**config.mk**
```make
export PLATFORM = sky130hd
export DESIGN_NAME = beu_mc_ctrl_flat
export DESIGN_NICKNAME = d
export VERILOG_FILES = /design/src/rtl/beu_mc_ctrl_if.sv /design/src/rtl/beu_mc_ctrl.sv /design/src/flat_wrapper.sv
export SDC_FILE = /design/constraint.sdc
export NUM_CORES = 1
export LEC_CHECK = 0
export CORE_MARGIN = 4
export CORE_UTILIZATION = 39
export CTS_BUF_LIST = sky130_fd_sc_hd__clkbuf_4
export CTS_CLUSTER_DIAMETER = 30
export CTS_CLUSTER_SIZE = 12
export DETAILED_ROUTE_END_ITERATION = 10
export GPL_ROUTABILITY_DRIVEN = 0
export PLACE_DENSITY = 0.79
export SYNTH_ARGS = -nofsm -noshare
export SYNTH_HDL_FRONTEND = slang
export SYNTH_SLANG_ARGS = --single-unit
```
**constraint.sdc**
```tcl
create_clock -name s_clk_i -period 3.2 [get_ports s_clk_i]
set_input_delay 0.48 -clock s_clk_i [delete_from_list [all_inputs] [get_ports s_clk_i]]
set_output_delay 0.48 -clock s_clk_i [all_outputs]
set_load 0.03 [all_outputs]
```
**src/rtl/beu_mc_ctrl_if.sv**
```systemverilog
// beu_mc_ctrl_if: EX issue, MA handoff and BEU unit bundle
// master = EX/MA/unit side, slave = controller side
interface beu_mc_ctrl_if #(
  parameter int F_W = 4
);
  logic           s_issue_i;
  logic [F_W-1:0] s_function_i;
  logic [31:0]    s_op1_i;
  logic [31:0]    s_op2_i;
  logic           s_flush_i;
  logic           s_ma_ready_i;
  logic           s_stall_o;
  logic           s_valid_o;
  logic [31:0]    s_result_o;
  logic           s_timeout_o;
  logic           s_unit_compute_o;
  logic           s_unit_flush_o;
  logic           s_unit_stall_o;
  logic [F_W-1:0] s_unit_function_o;
  logic [31:0]    s_unit_op1_o;
  logic [31:0]    s_unit_op2_o;
  logic           s_unit_finished_i;
  logic [31:0]    s_unit_result_i;

  modport master (
    output s_issue_i,
    output s_function_i,
    output s_op1_i,
    output s_op2_i,
    output s_flush_i,
    output s_ma_ready_i,
    output s_unit_finished_i,
    output s_unit_result_i,
    input  s_stall_o,
    input  s_valid_o,
    input  s_result_o,
    input  s_timeout_o,
    input  s_unit_compute_o,
    input  s_unit_flush_o,
    input  s_unit_stall_o,
    input  s_unit_function_o,
    input  s_unit_op1_o,
    input  s_unit_op2_o
  );

  modport slave (
    input  s_issue_i,
    input  s_function_i,
    input  s_op1_i,
    input  s_op2_i,
    input  s_flush_i,
    input  s_ma_ready_i,
    input  s_unit_finished_i,
    input  s_unit_result_i,
    output s_stall_o,
    output s_valid_o,
    output s_result_o,
    output s_timeout_o,
    output s_unit_compute_o,
    output s_unit_flush_o,
    output s_unit_stall_o,
    output s_unit_function_o,
    output s_unit_op1_o,
    output s_unit_op2_o
  );
endinterface

```
**src/rtl/beu_mc_ctrl.sv**
```systemverilog
// beu_mc_ctrl: issue sequencer for the iterative CLMUL path
// option: BEU_MC_ZERO_BYPASS_EN skips the unit on zero operands
module beu_mc_ctrl #(
  parameter int F_W     = 4,
  parameter int TIMEOUT = 40
) (
  input logic          s_clk_i,
  input logic          s_reset_i,
  beu_mc_ctrl_if.slave bus
);

  typedef enum logic [1:0] {
    IDLE = 2'd0,
    BUSY = 2'd1,
    DONE = 2'd2
  } state_t;

  localparam int CW = $clog2(TIMEOUT + 1);

  state_t         state_q;
  logic [F_W-1:0] fn_q;
  logic [31:0]    op1_q;
  logic [31:0]    op2_q;
  logic [CW-1:0]  cnt_q;
  logic [31:0]    res_q;
  logic           to_q;
  logic           byp_q;

  logic st_idle;
  logic st_busy;
  logic st_done;
  logic term;
  logic to_flush;
  logic zero_hit;

  assign st_idle  = (state_q == IDLE);
  assign st_busy  = (state_q == BUSY);
  assign st_done  = (state_q == DONE);
  assign term     = (cnt_q == CW'(TIMEOUT - 1));
  assign to_flush = st_busy & ~bus.s_unit_finished_i & term;

`ifdef BEU_MC_ZERO_BYPASS_EN
  assign zero_hit = (bus.s_op1_i == 32'd0) |
                    (bus.s_op2_i == 32'd0);
`else
  assign zero_hit = 1'b0;
`endif

  // sequencer state, latched op, counter and result registers
  always_ff @(posedge s_clk_i or posedge s_reset_i) begin
    if (s_reset_i) begin
      state_q <= IDLE;
      fn_q    <= '0;
      op1_q   <= '0;
      op2_q   <= '0;
      cnt_q   <= '0;
      res_q   <= '0;
      to_q    <= 1'b0;
      byp_q   <= 1'b0;
    end else if (bus.s_flush_i) begin
      state_q <= IDLE;
      to_q    <= 1'b0;
      byp_q   <= 1'b0;
    end else begin
      unique case (1'b1)
        st_idle: begin
          if (bus.s_issue_i) begin
            fn_q  <= bus.s_function_i;
            op1_q <= bus.s_op1_i;
            op2_q <= bus.s_op2_i;
            cnt_q <= '0;
            to_q  <= 1'b0;
            if (zero_hit) begin
              state_q <= DONE;
              res_q   <= '0;
              byp_q   <= 1'b1;
            end else begin
              state_q <= BUSY;
              byp_q   <= 1'b0;
            end
          end
        end
        st_busy: begin
          cnt_q <= cnt_q + CW'(1);
          if (bus.s_unit_finished_i) begin
            res_q   <= bus.s_unit_result_i;
            to_q    <= 1'b0;
            state_q <= DONE;
          end else if (term) begin
            res_q   <= '0;
            to_q    <= 1'b1;
            state_q <= DONE;
          end
        end
        st_done: begin
          if (bus.s_ma_ready_i) begin
            state_q <= IDLE;
            to_q    <= 1'b0;
            byp_q   <= 1'b0;
          end
        end
        default: state_q <= IDLE;
      endcase
    end
  end

  assign bus.s_stall_o = ~s_reset_i &
                         ((st_idle & bus.s_issue_i) |
                          st_busy |
                          (st_done & ~bus.s_ma_ready_i));

  assign bus.s_valid_o        = st_done;
  assign bus.s_result_o       = res_q;
  assign bus.s_timeout_o      = to_q;
  assign bus.s_unit_compute_o = st_busy |
                                (st_done & ~to_q & ~byp_q);
  assign bus.s_unit_flush_o   = s_reset_i |
                                bus.s_flush_i |
                                to_flush;
  assign bus.s_unit_stall_o   = st_done & ~bus.s_ma_ready_i;
  assign bus.s_unit_function_o = fn_q;
  assign bus.s_unit_op1_o     = op1_q;
  assign bus.s_unit_op2_o     = op2_q;

endmodule
```
**src/flat_wrapper.sv**
```systemverilog
// flat-port wrapper written by rule: the top's interface ports become plain ports
module beu_mc_ctrl_flat 
#(
  parameter int F_W     = 4,
  parameter int TIMEOUT = 40
)
  (s_clk_i, s_reset_i, bus_s_issue_i, bus_s_function_i, bus_s_op1_i, bus_s_op2_i, bus_s_flush_i, bus_s_ma_ready_i, bus_s_unit_finished_i, bus_s_unit_result_i, bus_s_stall_o, bus_s_valid_o, bus_s_result_o, bus_s_timeout_o, bus_s_unit_compute_o, bus_s_unit_flush_o, bus_s_unit_stall_o, bus_s_unit_function_o, bus_s_unit_op1_o, bus_s_unit_op2_o);
  beu_mc_ctrl_if #(.F_W(F_W)) bus_i ();
  input logic s_clk_i;
  input logic s_reset_i;
  input wire logic [$bits(bus_i.s_issue_i)-1:0] bus_s_issue_i;
  input wire logic [$bits(bus_i.s_function_i)-1:0] bus_s_function_i;
  input wire logic [$bits(bus_i.s_op1_i)-1:0] bus_s_op1_i;
  input wire logic [$bits(bus_i.s_op2_i)-1:0] bus_s_op2_i;
  input wire logic [$bits(bus_i.s_flush_i)-1:0] bus_s_flush_i;
  input wire logic [$bits(bus_i.s_ma_ready_i)-1:0] bus_s_ma_ready_i;
  input wire logic [$bits(bus_i.s_unit_finished_i)-1:0] bus_s_unit_finished_i;
  input wire logic [$bits(bus_i.s_unit_result_i)-1:0] bus_s_unit_result_i;
  output wire logic [$bits(bus_i.s_stall_o)-1:0] bus_s_stall_o;
  output wire logic [$bits(bus_i.s_valid_o)-1:0] bus_s_valid_o;
  output wire logic [$bits(bus_i.s_result_o)-1:0] bus_s_result_o;
  output wire logic [$bits(bus_i.s_timeout_o)-1:0] bus_s_timeout_o;
  output wire logic [$bits(bus_i.s_unit_compute_o)-1:0] bus_s_unit_compute_o;
  output wire logic [$bits(bus_i.s_unit_flush_o)-1:0] bus_s_unit_flush_o;
  output wire logic [$bits(bus_i.s_unit_stall_o)-1:0] bus_s_unit_stall_o;
  output wire logic [$bits(bus_i.s_unit_function_o)-1:0] bus_s_unit_function_o;
  output wire logic [$bits(bus_i.s_unit_op1_o)-1:0] bus_s_unit_op1_o;
  output wire logic [$bits(bus_i.s_unit_op2_o)-1:0] bus_s_unit_op2_o;
  assign bus_i.s_issue_i = bus_s_issue_i;
  assign bus_i.s_function_i = bus_s_function_i;
  assign bus_i.s_op1_i = bus_s_op1_i;
  assign bus_i.s_op2_i = bus_s_op2_i;
  assign bus_i.s_flush_i = bus_s_flush_i;
  assign bus_i.s_ma_ready_i = bus_s_ma_ready_i;
  assign bus_i.s_unit_finished_i = bus_s_unit_finished_i;
  assign bus_i.s_unit_result_i = bus_s_unit_result_i;
  assign bus_s_stall_o = bus_i.s_stall_o;
  assign bus_s_valid_o = bus_i.s_valid_o;
  assign bus_s_result_o = bus_i.s_result_o;
  assign bus_s_timeout_o = bus_i.s_timeout_o;
  assign bus_s_unit_compute_o = bus_i.s_unit_compute_o;
  assign bus_s_unit_flush_o = bus_i.s_unit_flush_o;
  assign bus_s_unit_stall_o = bus_i.s_unit_stall_o;
  assign bus_s_unit_function_o = bus_i.s_unit_function_o;
  assign bus_s_unit_op1_o = bus_i.s_unit_op1_o;
  assign bus_s_unit_op2_o = bus_i.s_unit_op2_o;
  beu_mc_ctrl #(.F_W(F_W), .TIMEOUT(TIMEOUT)) u_core (.s_clk_i(s_clk_i), .s_reset_i(s_reset_i), .bus(bus_i));
endmodule
```
==> reports/qor.txt, run 1 <==
largest net degree at the start of global routing -> 69
Area contributors post-synth -> dfrtp_1 (59%), mux2_2 (17%), o311ai_0 (6.3%)
core footprint -> 0.0115 mm^2
clk slew on worst S/H paths -> 170 ps
crit path kind -> register to output pin
Arr. time, crit path -> 2440 ps
first-pass detailed-route iteration total -> 4
Initial Util -> 40.1%
DRT antenna net count -> 0
CTS sink cnt -> 109
layout cells sized above 1 -> 16.4%
switching share of power -> 33.7%
yosys warns -> 0
Switching Power -> 0.00131 W
Antenna Cells -> 0
clock power share -> 19.8%
initial antenna violation count -> 0
worst-skew pair later-pin latency -> 460 ps
via count -> 3668
Port-buffer cells -> 211
FILL cells -> 896
fin area -> 0.00706 mm^2
vias per inst -> 5.00
share of the synthesized area in the top cell type -> 59.3%
hold_buf cts -> 0
DP HPWL -> 9690 um
unique cell type count in the Yosys netlist -> 34
initial DRC count -> 210
Tot GR Track Use -> 18.1%
Post-Route WL -> 12800 um
DR DRC count -> 0
RSZ-0062 raised after global routing -> no
average wire per cell in the routed design -> 17.4 um
DP Area -> 0.00689 mm^2
Slew Limit Fails -> 0
CTS Buf Count -> 9
Final nets -> 693
syn nets -> 488
row cnt -> 39
Final setup viols -> 0
critical-path maximum fanout -> 13
I/O Pins -> 212
synth-to-layout area growth -> 53.5%
Reg power frac -> 44.2%
Die Width -> 117 um
Required @ worst endpoint -> 2720 ps
die area -> 0.0136 mm^2
Worst-Margin Slew -> 1040 ps
final hold vios -> 0
number of global-route vias before repair -> 3656
Synth Register Bits -> 109
synthesized instance count -> 381
Comb power frac -> 36.0%
Peak Freq -> 0.343 GHz
Cells after DPL -> 718
status -> complete, no violations
Period Utilization, post-route -> 91.1%
clock buffer depth -> 2
GR Overflow Total -> 0
Worst slew margin -> 30.7%
critical path endpoint category -> output pin
Worst Hold Class -> input pin to async pin
Int Pwr -> 0.00258 W
# H-tree levels -> 3
register area share after synthesis -> 59.3%
Tmin final -> 2920 ps
Max Cap Violations -> 0
pwr dens -> 552 mW/mm^2
Setup Total Neg Slack -> 0 ps
Post-Syn Area -> 0.00460 mm^2
Startpoint Class -> register
Root Driver -> clkbuf_4
cell taking the most area after synthesis -> dfrtp_1
first-pass GRT wire length -> 19100 um
die height -> 117 um
Layout Skew -> 13.7 ps
fin cells -> 733
Max VDD drop -> 0.000363 V
leak pwr -> 3.11 nW
TritonCTS clock tree -> built
Mapped Avg Cell Area -> 12.1 um^2
-- cells by family after synthesis --
logic type	count (synthesis)	share of synthesized area [%]
fa+ha+maj	1	0.272
buf+inv	64	5.82
flops	109	59.3
xor+xnor	1	0.191
mux	70	17.1
simple gates	88	8.46
compound gates	48	8.82
-- per-stage QoR --
stage               worst slack (ps)  util, %  hold WS, ps  power, W
CTS                              102     61.5          433   0.00395
global route                     159     61.5          478   0.00408
floorplan                        918        -          492   0.00248
detailed placement               543     60.1          495   0.00318
global placement                 535     60.1          488   0.00314
finish                           285     61.5          457   0.00390
-- what timing repair did --
item	in CTS	in global routing
setup buffers	0	0
gates resized for setup	0	1
setup endpoints to repair	0	1
-- critical path: stages, from the launching register on --
cell	delay [ps]
dfrtp_1	670
or3b_1	450
o21a_1	130
nor2_1	80
clkdlybuf4s50_1	670
-- power by group through the flow --
stage | Combinational (W) | Sequential [W] | Clock (W)
finish | 0.00140 | 0.00172 | 0.000771
global route | 0.00148 | 0.00175 | 0.000849
CTS | 0.00143 | 0.00172 | 0.000796
detailed placement | 0.00142 | 0.00175 | 0
global placement | 0.00140 | 0.00174 | 0
floorplan | 0.000304 | 0.00217 | 0
-- final timing paths --
kind	from	cells after the start	to	slack [ps]
worst min register to register	u_core.bus.s_unit_op1_o[3]	1	u_core.bus.s_unit_op1_o[3]	530
worst max-delay path	u_core.state_q[1]	4	bus_s_stall_o	280
worst max register to register	u_core.cnt_q[0]	4	u_core.bus.s_result_o[22]	1080
worst min-delay path	s_reset_i	2	u_core.bus.s_unit_op1_o[26]	460
min in group s_clk_i	u_core.bus.s_unit_op1_o[3]	1	u_core.bus.s_unit_op1_o[3]	530
max in group asynchronous	s_reset_i	3	u_core.bus.s_unit_op1_o[6]	2070
-- placed cells by master (no fill, tap or decap), drive strengths merged, types with 3 or more instances in the layout --
| cell type | count |
|---|---|
| buf | 8 |
| clkbuf | 9 |
| clkdlybuf4s50 | 210 |
| dfrtp | 109 |
| inv | 40 |
| mux2 | 69 |
| nand2 | 66 |
| nand2b | 3 |
| nor2 | 5 |
| o21ai | 3 |
| o311ai | 33 |
-- Yosys cell counts (all sizes together) --
| cell type | n |
|---|---|
| dfrtp | 109 |
| mux2 | 69 |
| nand2 | 66 |
| inv | 39 |
| o311ai | 33 |
| buf | 18 |
| clkbuf | 7 |
| nor2 | 5 |
| nand2b | 3 |
| o21ai | 3 |
| a2111oi | 2 |
| a22o | 2 |
| nand3 | 2 |
| nor2b | 2 |
| or3 | 2 |
| or3b | 2 |
| a211o | 1 |
| a211oi | 1 |
| a221oi | 1 |
| ha | 1 |
| mux2i | 1 |
| nand4bb | 1 |
| nor3 | 1 |
| nor3b | 1 |
| nor4 | 1 |
| nor4bb | 1 |
| o211a | 1 |
| o211ai | 1 |
| o21a | 1 |
| o221ai | 1 |
| o31ai | 1 |
| or2 | 1 |
| xnor2 | 1 |
-- per-layer routing --
layer | vias to the layer above | track usage [%] | wire length [um]
li1 | 1722 | - | -
met1 | 1756 | 22.5 | 5180
met2 | 171 | 30.3 | 6100
met3 | 19 | 4.72 | 1200
met4 | 0 | 6.96 | 286
met5 | - | 0 | 0
-- area by class of cell --
class                   instances  area [um^2]  area share, %
clock buffers                   9         67.6          0.957
clock inverters                 6         93.8           1.33
inverters                      39          150           2.13
multi-input cells             208         1630           23.0
flip-flops and latches        109         2730           38.7
well taps                     143          179           2.54
repair buffers                219         2210           31.3
-- sequential cells by signal, summed over array words and instances (netlist names) --
| signal | count |
|---|---|
| u_core.cnt_q | 6 |
| u_core.state_q | 2 |
| u_core.bus.s_result_o | 32 |
| u_core.bus.s_unit_function_o | 4 |
| u_core.bus.s_timeout_o | 1 |
| u_core.bus.s_unit_op1_o | 32 |
| u_core.bus.s_unit_op2_o | 32 |
Power figures use the tool's default switching activity.
==> inputs of run 2 (changes only) <==
--- a/config.mk
+++ b/config.mk
@@ -13,6 +13,7 @@
 export DETAILED_ROUTE_END_ITERATION = 10
 export GPL_ROUTABILITY_DRIVEN = 0
 export PLACE_DENSITY = 0.79
+export SKIP_CTS_REPAIR_TIMING = 1
 export SYNTH_ARGS = -nofsm -noshare
 export SYNTH_HDL_FRONTEND = slang
 export SYNTH_SLANG_ARGS = --single-unit
==> results of run 2 <==
Final layout, timing and power as in run 1 (identical DEF).
